===== config.mk =====
export PLATFORM = sky130hd
export DESIGN_NAME = miter_vector_driver
export DESIGN_NICKNAME = d
export VERILOG_FILES = /design/src/rtl/miter_vector_driver_pkg.sv /design/src/rtl/miter_vector_cmp.sv /design/src/rtl/miter_vector_driver.sv
export SDC_FILE = /design/constraint.sdc
export NUM_CORES = 1
export LEC_CHECK = 0
export BUFFER_PORTS_ARGS = -buffer_cell sky130_fd_sc_hd__buf_2
export CAP_MARGIN = 20
export CELL_PAD_IN_SITES_DETAIL_PLACEMENT = 1
export CELL_PAD_IN_SITES_GLOBAL_PLACEMENT = 2
export CORE_MARGIN = 2
export CORE_UTILIZATION = 37
export CTS_CLUSTER_SIZE = 16
export DETAILED_ROUTE_END_ITERATION = 10
export PLACE_DENSITY = 0.76
export SETUP_SLACK_MARGIN = 0.05
export SYNTH_ARGS = -nofsm -noshare
export SYNTH_HDL_FRONTEND = slang
export SYNTH_SLANG_ARGS = --single-unit

===== constraint.sdc =====
create_clock -name clk -period 3.2 [get_ports clk]
set_input_delay 0.16 -clock clk [delete_from_list [all_inputs] [get_ports clk]]
set_output_delay 0.16 -clock clk [all_outputs]
set_load 0.01 [all_outputs]

===== src/rtl/miter_vector_driver_pkg.sv =====
// Shared types and constants for the miter vector driver: FSM states, LFSR setup, run modes.
package miter_vector_driver_pkg;

    typedef enum logic [1:0] {IDLE, RUN, DRAIN, DONE} state_t;

    localparam logic [15:0] LFSR_TAPS = 16'hB400;
    localparam logic [15:0] LFSR_SEED = 16'hACE1;

    localparam logic MODE_EXHAUSTIVE = 1'b0;
    localparam logic MODE_LFSR       = 1'b1;

    // 16-bit right-shifting Galois LFSR step
    function automatic logic [15:0] lfsr_next(input logic [15:0] s);
        lfsr_next = s[0] ? ((s >> 1) ^ LFSR_TAPS) : (s >> 1);
    endfunction

endpackage


===== src/rtl/miter_vector_cmp.sv =====
// Gold/gate output comparator. Define MITER_VECTOR_DRIVER_XCHECK_EN (simulation only)
// to treat X gold bits as don't-care with a 4-state compare.
module miter_vector_cmp #(
    parameter int PO_WIDTH = 2
) (
    input  logic [PO_WIDTH-1:0] gold_i,
    input  logic [PO_WIDTH-1:0] gate_i,
    output logic                mismatch_o
);

`ifdef MITER_VECTOR_DRIVER_XCHECK_EN
    always_comb begin
        mismatch_o = 1'b0;
        for (int i = 0; i < PO_WIDTH; i++) begin
            if (!((gold_i[i] === 1'bx) || (gold_i[i] === gate_i[i])))
                mismatch_o = 1'b1;
        end
    end
`else
    assign mismatch_o = (gold_i != gate_i);
`endif

endmodule


===== src/rtl/miter_vector_driver.sv =====
// Stimulus driver and output checker for a gold/gate miter pair (exhaustive or LFSR vectors).
// Optional 4-state compare and X assertion with MITER_VECTOR_DRIVER_XCHECK_EN.
//   state | meaning
//   IDLE  | waiting for first start
//   RUN   | issuing vectors onto pi
//   DRAIN | last vector issued, waiting LATENCY compares
//   DONE  | results held until next start
module miter_vector_driver
    import miter_vector_driver_pkg::*;
#(
    parameter int PI_WIDTH = 2,
    parameter int PO_WIDTH = 2,
    parameter int LATENCY  = 0,
    parameter int CNT_W    = 16
) (
    input  logic                clk,
    input  logic                reset,
    input  logic                start,
    input  logic                mode,
    input  logic [CNT_W-1:0]    num_vectors,
    output logic [PI_WIDTH-1:0] pi,
    output logic                pi_valid,
    input  logic [PO_WIDTH-1:0] po_gold,
    input  logic [PO_WIDTH-1:0] po_gate,
    output logic                busy,
    output logic                done,
    output logic                pass,
    output logic [CNT_W-1:0]    mismatch_count,
    output logic                first_fail_valid,
    output logic [CNT_W-1:0]    first_fail_vec
);

    // One extra bit so an exhaustive run of 2^CNT_W vectors is representable
    localparam int NW   = CNT_W + 1;
    localparam int DW   = (LATENCY > 1) ? $clog2(LATENCY) : 1;
    localparam int EXTW = (PI_WIDTH > 16) ? PI_WIDTH : 16;
    localparam logic [DW-1:0] DRAIN_LOAD = DW'((LATENCY == 0) ? 0 : LATENCY - 1);

    state_t               state_q, state_d;
    logic                 mode_q, mode_d;
    logic [NW-1:0]        n_q, n_d;
    logic [NW-1:0]        idx_q, idx_d;
    logic [PI_WIDTH-1:0]  pi_q, pi_d;
    logic                 pi_valid_q, pi_valid_d;
    logic [CNT_W-1:0]     pi_idx_q, pi_idx_d;
    logic [15:0]          lfsr_q, lfsr_d;
    logic [DW-1:0]        drain_q, drain_d;
    logic [CNT_W-1:0]     mm_cnt_q, mm_cnt_d;
    logic                 ff_valid_q, ff_valid_d;
    logic [CNT_W-1:0]     ff_vec_q, ff_vec_d;

    logic                 cmp_valid;
    logic [CNT_W-1:0]     cmp_idx;
    logic                 mismatch;
    logic [NW-1:0]        n_start;
    logic                 issue;
    logic                 issue_mode;
    logic [NW-1:0]        issue_idx;
    logic [EXTW-1:0]      lfsr_ext;

    assign lfsr_ext = EXTW'(lfsr_q);

    always_ff @(posedge clk or posedge reset) begin
        if (reset) begin
            state_q    <= IDLE;
            mode_q     <= MODE_EXHAUSTIVE;
            n_q        <= '0;
            idx_q      <= '0;
            pi_q       <= '0;
            pi_valid_q <= 1'b0;
            pi_idx_q   <= '0;
            lfsr_q     <= LFSR_SEED;
            drain_q    <= '0;
            mm_cnt_q   <= '0;
            ff_valid_q <= 1'b0;
            ff_vec_q   <= '0;
        end else begin
            state_q    <= state_d;
            mode_q     <= mode_d;
            n_q        <= n_d;
            idx_q      <= idx_d;
            pi_q       <= pi_d;
            pi_valid_q <= pi_valid_d;
            pi_idx_q   <= pi_idx_d;
            lfsr_q     <= lfsr_d;
            drain_q    <= drain_d;
            mm_cnt_q   <= mm_cnt_d;
            ff_valid_q <= ff_valid_d;
            ff_vec_q   <= ff_vec_d;
        end
    end

    always_comb begin
        state_d    = state_q;
        mode_d     = mode_q;
        n_d        = n_q;
        idx_d      = idx_q;
        pi_d       = pi_q;
        pi_valid_d = pi_valid_q;
        pi_idx_d   = pi_idx_q;
        lfsr_d     = lfsr_q;
        drain_d    = drain_q;
        mm_cnt_d   = mm_cnt_q;
        ff_valid_d = ff_valid_q;
        ff_vec_d   = ff_vec_q;
        issue      = 1'b0;
        issue_mode = mode_q;
        issue_idx  = idx_q;
        n_start    = (mode == MODE_LFSR) ? {1'b0, num_vectors} : (NW'(1) << PI_WIDTH);

        if (cmp_valid && mismatch) begin
            if (mm_cnt_q != '1)
                mm_cnt_d = mm_cnt_q + 1'b1;
            if (!ff_valid_q) begin
                ff_valid_d = 1'b1;
                ff_vec_d   = cmp_idx;
            end
        end

        case (state_q)
            IDLE, DONE: begin
                if (start) begin
                    state_d    = RUN;
                    mode_d     = mode;
                    n_d        = n_start;
                    mm_cnt_d   = '0;
                    ff_valid_d = 1'b0;
                    ff_vec_d   = '0;
                    issue      = (n_start != '0);
                    issue_mode = mode;
                    issue_idx  = '0;
                end
            end
            RUN: begin
                if (idx_q < n_q) begin
                    issue = 1'b1;
                end else begin
                    pi_valid_d = 1'b0;
                    drain_d    = DRAIN_LOAD;
                    state_d    = (n_q == '0 || LATENCY == 0) ? DONE : DRAIN;
                end
            end
            DRAIN: begin
                if (drain_q == '0)
                    state_d = DONE;
                else
                    drain_d = drain_q - 1'b1;
            end
            default: state_d = IDLE;
        endcase

        if (issue) begin
            pi_d       = (issue_mode == MODE_LFSR) ? lfsr_ext[PI_WIDTH-1:0] : issue_idx[PI_WIDTH-1:0];
            pi_valid_d = 1'b1;
            pi_idx_d   = issue_idx[CNT_W-1:0];
            idx_d      = issue_idx + 1'b1;
            if (issue_mode == MODE_LFSR)
                lfsr_d = lfsr_next(lfsr_q);
        end
    end

    // Compare-side delay line matching the DUT-pair latency
    generate
        if (LATENCY == 0) begin : g_comb
            assign cmp_valid = pi_valid_q;
            assign cmp_idx   = pi_idx_q;
        end else begin : g_pipe
            logic             vld_q [LATENCY];
            logic [CNT_W-1:0] idp_q [LATENCY];
            always_ff @(posedge clk or posedge reset) begin
                if (reset) begin
                    for (int i = 0; i < LATENCY; i++) begin
                        vld_q[i] <= 1'b0;
                        idp_q[i] <= '0;
                    end
                end else begin
                    vld_q[0] <= pi_valid_q;
                    idp_q[0] <= pi_idx_q;
                    for (int i = 1; i < LATENCY; i++) begin
                        vld_q[i] <= vld_q[i-1];
                        idp_q[i] <= idp_q[i-1];
                    end
                end
            end
            assign cmp_valid = vld_q[LATENCY-1];
            assign cmp_idx   = idp_q[LATENCY-1];
        end
    endgenerate

    miter_vector_cmp #(.PO_WIDTH(PO_WIDTH)) u_cmp (
        .gold_i     (po_gold),
        .gate_i     (po_gate),
        .mismatch_o (mismatch)
    );

`ifdef MITER_VECTOR_DRIVER_XCHECK_EN
    always_ff @(posedge clk) begin
        if (!reset && cmp_valid)
            assert (!$isunknown(po_gold)) else $error("po_gold carries X during compare");
    end
`endif

    assign pi               = pi_q;
    assign pi_valid         = pi_valid_q;
    assign busy             = (state_q == RUN) || (state_q == DRAIN);
    assign done             = (state_q == DONE);
    assign pass             = done && (mm_cnt_q == '0);
    assign mismatch_count   = mm_cnt_q;
    assign first_fail_valid = ff_valid_q;
    assign first_fail_vec   = ff_vec_q;

endmodule


==> flow_metrics.env <==
export IMPL_status="completed"
export IMPL_crit_required_ns=3.43
export IMPL_antenna_found_initial=0
export IMPL_cap_viol_max_count=0
export IMPL_reg2reg_to="idx_q[1]$_DFFE_PP0P_"
export IMPL_dieArea_sq_um=14900
export IMPL_critPathMaxFanout=44
export IMPL_cts_root_buf="clkbuf_16"
export IMPL_endpoint_kind="flop"
export IMPL_ios=63
export IMPL_fp_dieW_um=122
export IMPL_min_to="n_q[0]$_DFFE_PP0P_"
export IMPL_wl_per_cell_um=17.0
export IMPL_async_flop_share_pct=100
export IMPL_fin_tns_setup_ns=0
export IMPL_finalCritPeriodShare_pct=88.3
export IMPL_path_cells="ha_1 -> nand4_1 -> a2111oi_0 -> o21ai_2 -> a31oi_4 -> buf_4 -> mux2_2"
export IMPL_rsz0062_at_grt="no"
export IMPL_synth_edf_count=0
export IMPL_power_leakage_nw=2.80
export IMPL_grt_pass1_wl_mm=21.9
export IMPL_ant_nets=0
export IMPL_yosys_most_used_dff="dfrtp_1"
export IMPL_grt_max_degree=89
export IMPL_clk_pin_slew_ns=0.07
export IMPL_clock_skew_ns=0.00757
export IMPL_drive_above_1_share_pct=20.5
export IMPL_hold_viol_final=0
export IMPL_numCtsBuffers=9
export IMPL_postPlaceCellArea_sq_um=5670
export IMPL_start_util_pct=37.5
export IMPL_h_tree_depth=3
export IMPL_syn_area_sq_um=5160
export IMPL_worst_setup_path_start_kind="flop"
export IMPL_grt_pass1_vias=4231
export IMPL_core_sq_um=13800
export IMPL_yosysTopAreaCell="dfrtp_1"
export IMPL_dr_pass1_iters=4
export IMPL_synth_seq_cells=104
export IMPL_hold_path_depth=3
export IMPL_vias=4019
export IMPL_dp_hpwl_mm=9.44
export IMPL_syn_inst=528
export IMPL_synthToLayoutAreaGrowth_pct=16.6
export IMPL_rrSetupSlack_ns=0.37
export IMPL_num_rows=43
export IMPL_drcViolationCount=0
export IMPL_reg2reg_depth=7
export IMPL_viasPerCell=5.19
export IMPL_layout_setup_ws_ns=0.375
export IMPL_final_cell_area_sq_um=6020
export IMPL_clk_path_buf_depth=2
export IMPL_clkSinkCount=104
export IMPL_fp_dieH_um=122
export IMPL_period_minus_slack_ns=2.83
export IMPL_track_usage_pct=19.0
export IMPL_avgSynthCellArea_sq_um=9.78
export IMPL_dp_slack_ns=0.311
export IMPL_setup_viol=0
export IMPL_worstReg2RegStart="idx_q[6]$_DFFE_PP0P_"
export IMPL_grt_overflow=0
export IMPL_cts_setup_buffers=0
export IMPL_min_path_type="in2reg"
export IMPL_syn_nets=573
export IMPL_max_stage_delay_ns=0.50
export IMPL_slowest_stage="a2111oi_0"
export IMPL_finalNetCount=635
export IMPL_clock_latency_ns=0.35
export IMPL_crit_arrival_ns=3.06
export IMPL_portBuffers=62
export IMPL_power_density_nw_per_um2=690
export IMPL_worstHoldStart="num_vectors[0]"
export IMPL_ys_seq_area_share_pct=50.6
export IMPL_cts_tree="done"
export IMPL_drt_iter0_drc=211
export IMPL_ys_types=51
export IMPL_wirelength_mm=13.2
export IMPL_timing_fmax_ghz=0.354
export IMPL_n_antenna_cell=0
export IMPL_place_congestion=0.796
export IMPL_synth_top_area_share_pct=46.5
export IMPL_synth_area_top_cells="dfrtp_1, nand2_1, ha_1, o21ai_0, dfstp_2"
export IMPL_crit_type="reg2reg"
export IMPL_slew_viol_final=0
export IMPL_max_slew_margin_rel_pct=48.2
export IMPL_yosysWarnings=0
export IMPL_ir_drop_mv=0.351
export IMPL_worst_pin_slew_ns=0.772
## power by group
group          internal [mW]  total, mW  switching (mW)  leakage (nW)
registers               1.50       1.64           0.131          1.37
clock network          0.632       1.11           0.480         0.147
logic                  0.497       1.40           0.906          1.28
total                   2.63       4.15            1.52          2.80
## layer usage
layer,vias up,routed length [um],global-route usage (%)
met5,-,0,0
met4,0,184,6.03
met3,12,301,2.53
met2,51,6200,30.5
met1,2008,6480,26.7
li1,1948,-,-
## state kept, by name, indices dropped and copies added, names as in the netlist
| register | cells |
|---|---|
| cmp_idx | 16 |
| first_fail_valid | 1 |
| first_fail_vec | 16 |
| idx_q | 17 |
| lfsr_ext | 16 |
| mismatch_count | 16 |
| mode_q | 1 |
| n_q | 16 |
| pi | 2 |
| pi_valid | 1 |
| state_q | 2 |
## kinds of logic (layout without fill, tap and decap cells)
family	Yosys count	in the layout	synth area share, %
AO/OA/AOI/OAI	103	103	12.0
XOR/XNOR	20	20	3.39
adder cells (fa/ha/maj)	21	21	5.09
buffers and inverters	55	122	4.29
flip-flops	104	104	50.6
multiplexers	24	24	5.79
AND/OR/NAND/NOR	201	201	18.8
## layout make-up
class | count | area (sq um)
fill | 1602 | 7760
sequential | 104 | 2610
multi-input combinational | 369 | 2330
timing repair buffer | 74 | 423
clock buffer | 12 | 246
tap | 180 | 225
inverter | 32 | 123
clock inverter | 4 | 52.6
## critical path: cells and delay by family (launching register included)
| kind | cells | cell delay, ns |
|---|---|---|
| AOI/OAI and AO/OA | 3 | 0.91 |
| DFF | 1 | 0.49 |
| buffers and inverters | 1 | 0.39 |
| muxes | 1 | 0.39 |
| adders and majority gates | 1 | 0.38 |
| and+or+nand+nor | 1 | 0.13 |
## what timing repair did
item / in CTS / in global routing
setup endpoints to repair: 0 / 1
hold endpoints to repair: 0 / 12
hold buffers: 0 / 1
gates resized for setup: 0 / 1
## worst max path at each step
stage | to | startpoint | cells after the start
6_report | idx_q[1]$_DFFE_PP0P_ | idx_q[6]$_DFFE_PP0P_ | 7
5_1_grt | idx_q[1]$_DFFE_PP0P_ | idx_q[6]$_DFFE_PP0P_ | 7
4_1_cts | idx_q[14]$_DFFE_PP0P_ | state_q[0]$_DFFE_PP0P_ | 10
3_5_place_dp | idx_q[14]$_DFFE_PP0P_ | state_q[0]$_DFFE_PP0P_ | 10
3_3_place_gp | idx_q[14]$_DFFE_PP0P_ | state_q[0]$_DFFE_PP0P_ | 10
2_1_floorplan | cmp_idx[0]$_DFFE_PP0P_ | reset | 1
## stage by stage
stage	power (mW)	instances	hold WS [ns]	utilization, %
CTS	4.21	772	0.0455	43.3
global placement	3.01	756	0.402	41.1
detailed placement	3.07	756	0.413	41.1
finish	4.15	775	0.0527	43.7
global route	4.46	775	0.0680	43.7
floorplan	2.63	528	0.293	-
## Yosys cell counts, types with 6 or more instances
master    instances
and4_1            6
o31ai_1           6
mux2_4           10
o21ai_0          47
nor2_1           23
nand2_1          90
nand3_1          32
dfrtp_1          96
nor3_1            9
a21oi_1          28
dfstp_2           8
ha_1             21
nor4_1            6
xnor2_1          13
inv_1            32
clkbuf_1         19
mux2i_1           7
xor2_1            7
mux2_2            7
## cell usage in the layout (no fill, tap or decap), types with 9 or more instances in the layout
master,count
inv_1,31
ha_1,21
a21oi_1,28
clkbuf_16,9
nand2_1,90
buf_2,62
nor2_1,23
mux2_4,10
buf_4,10
xnor2_1,13
o21ai_0,47
nand3_1,32
dfrtp_1,96
No activity file was read; power rests on OpenSTA's default activity.
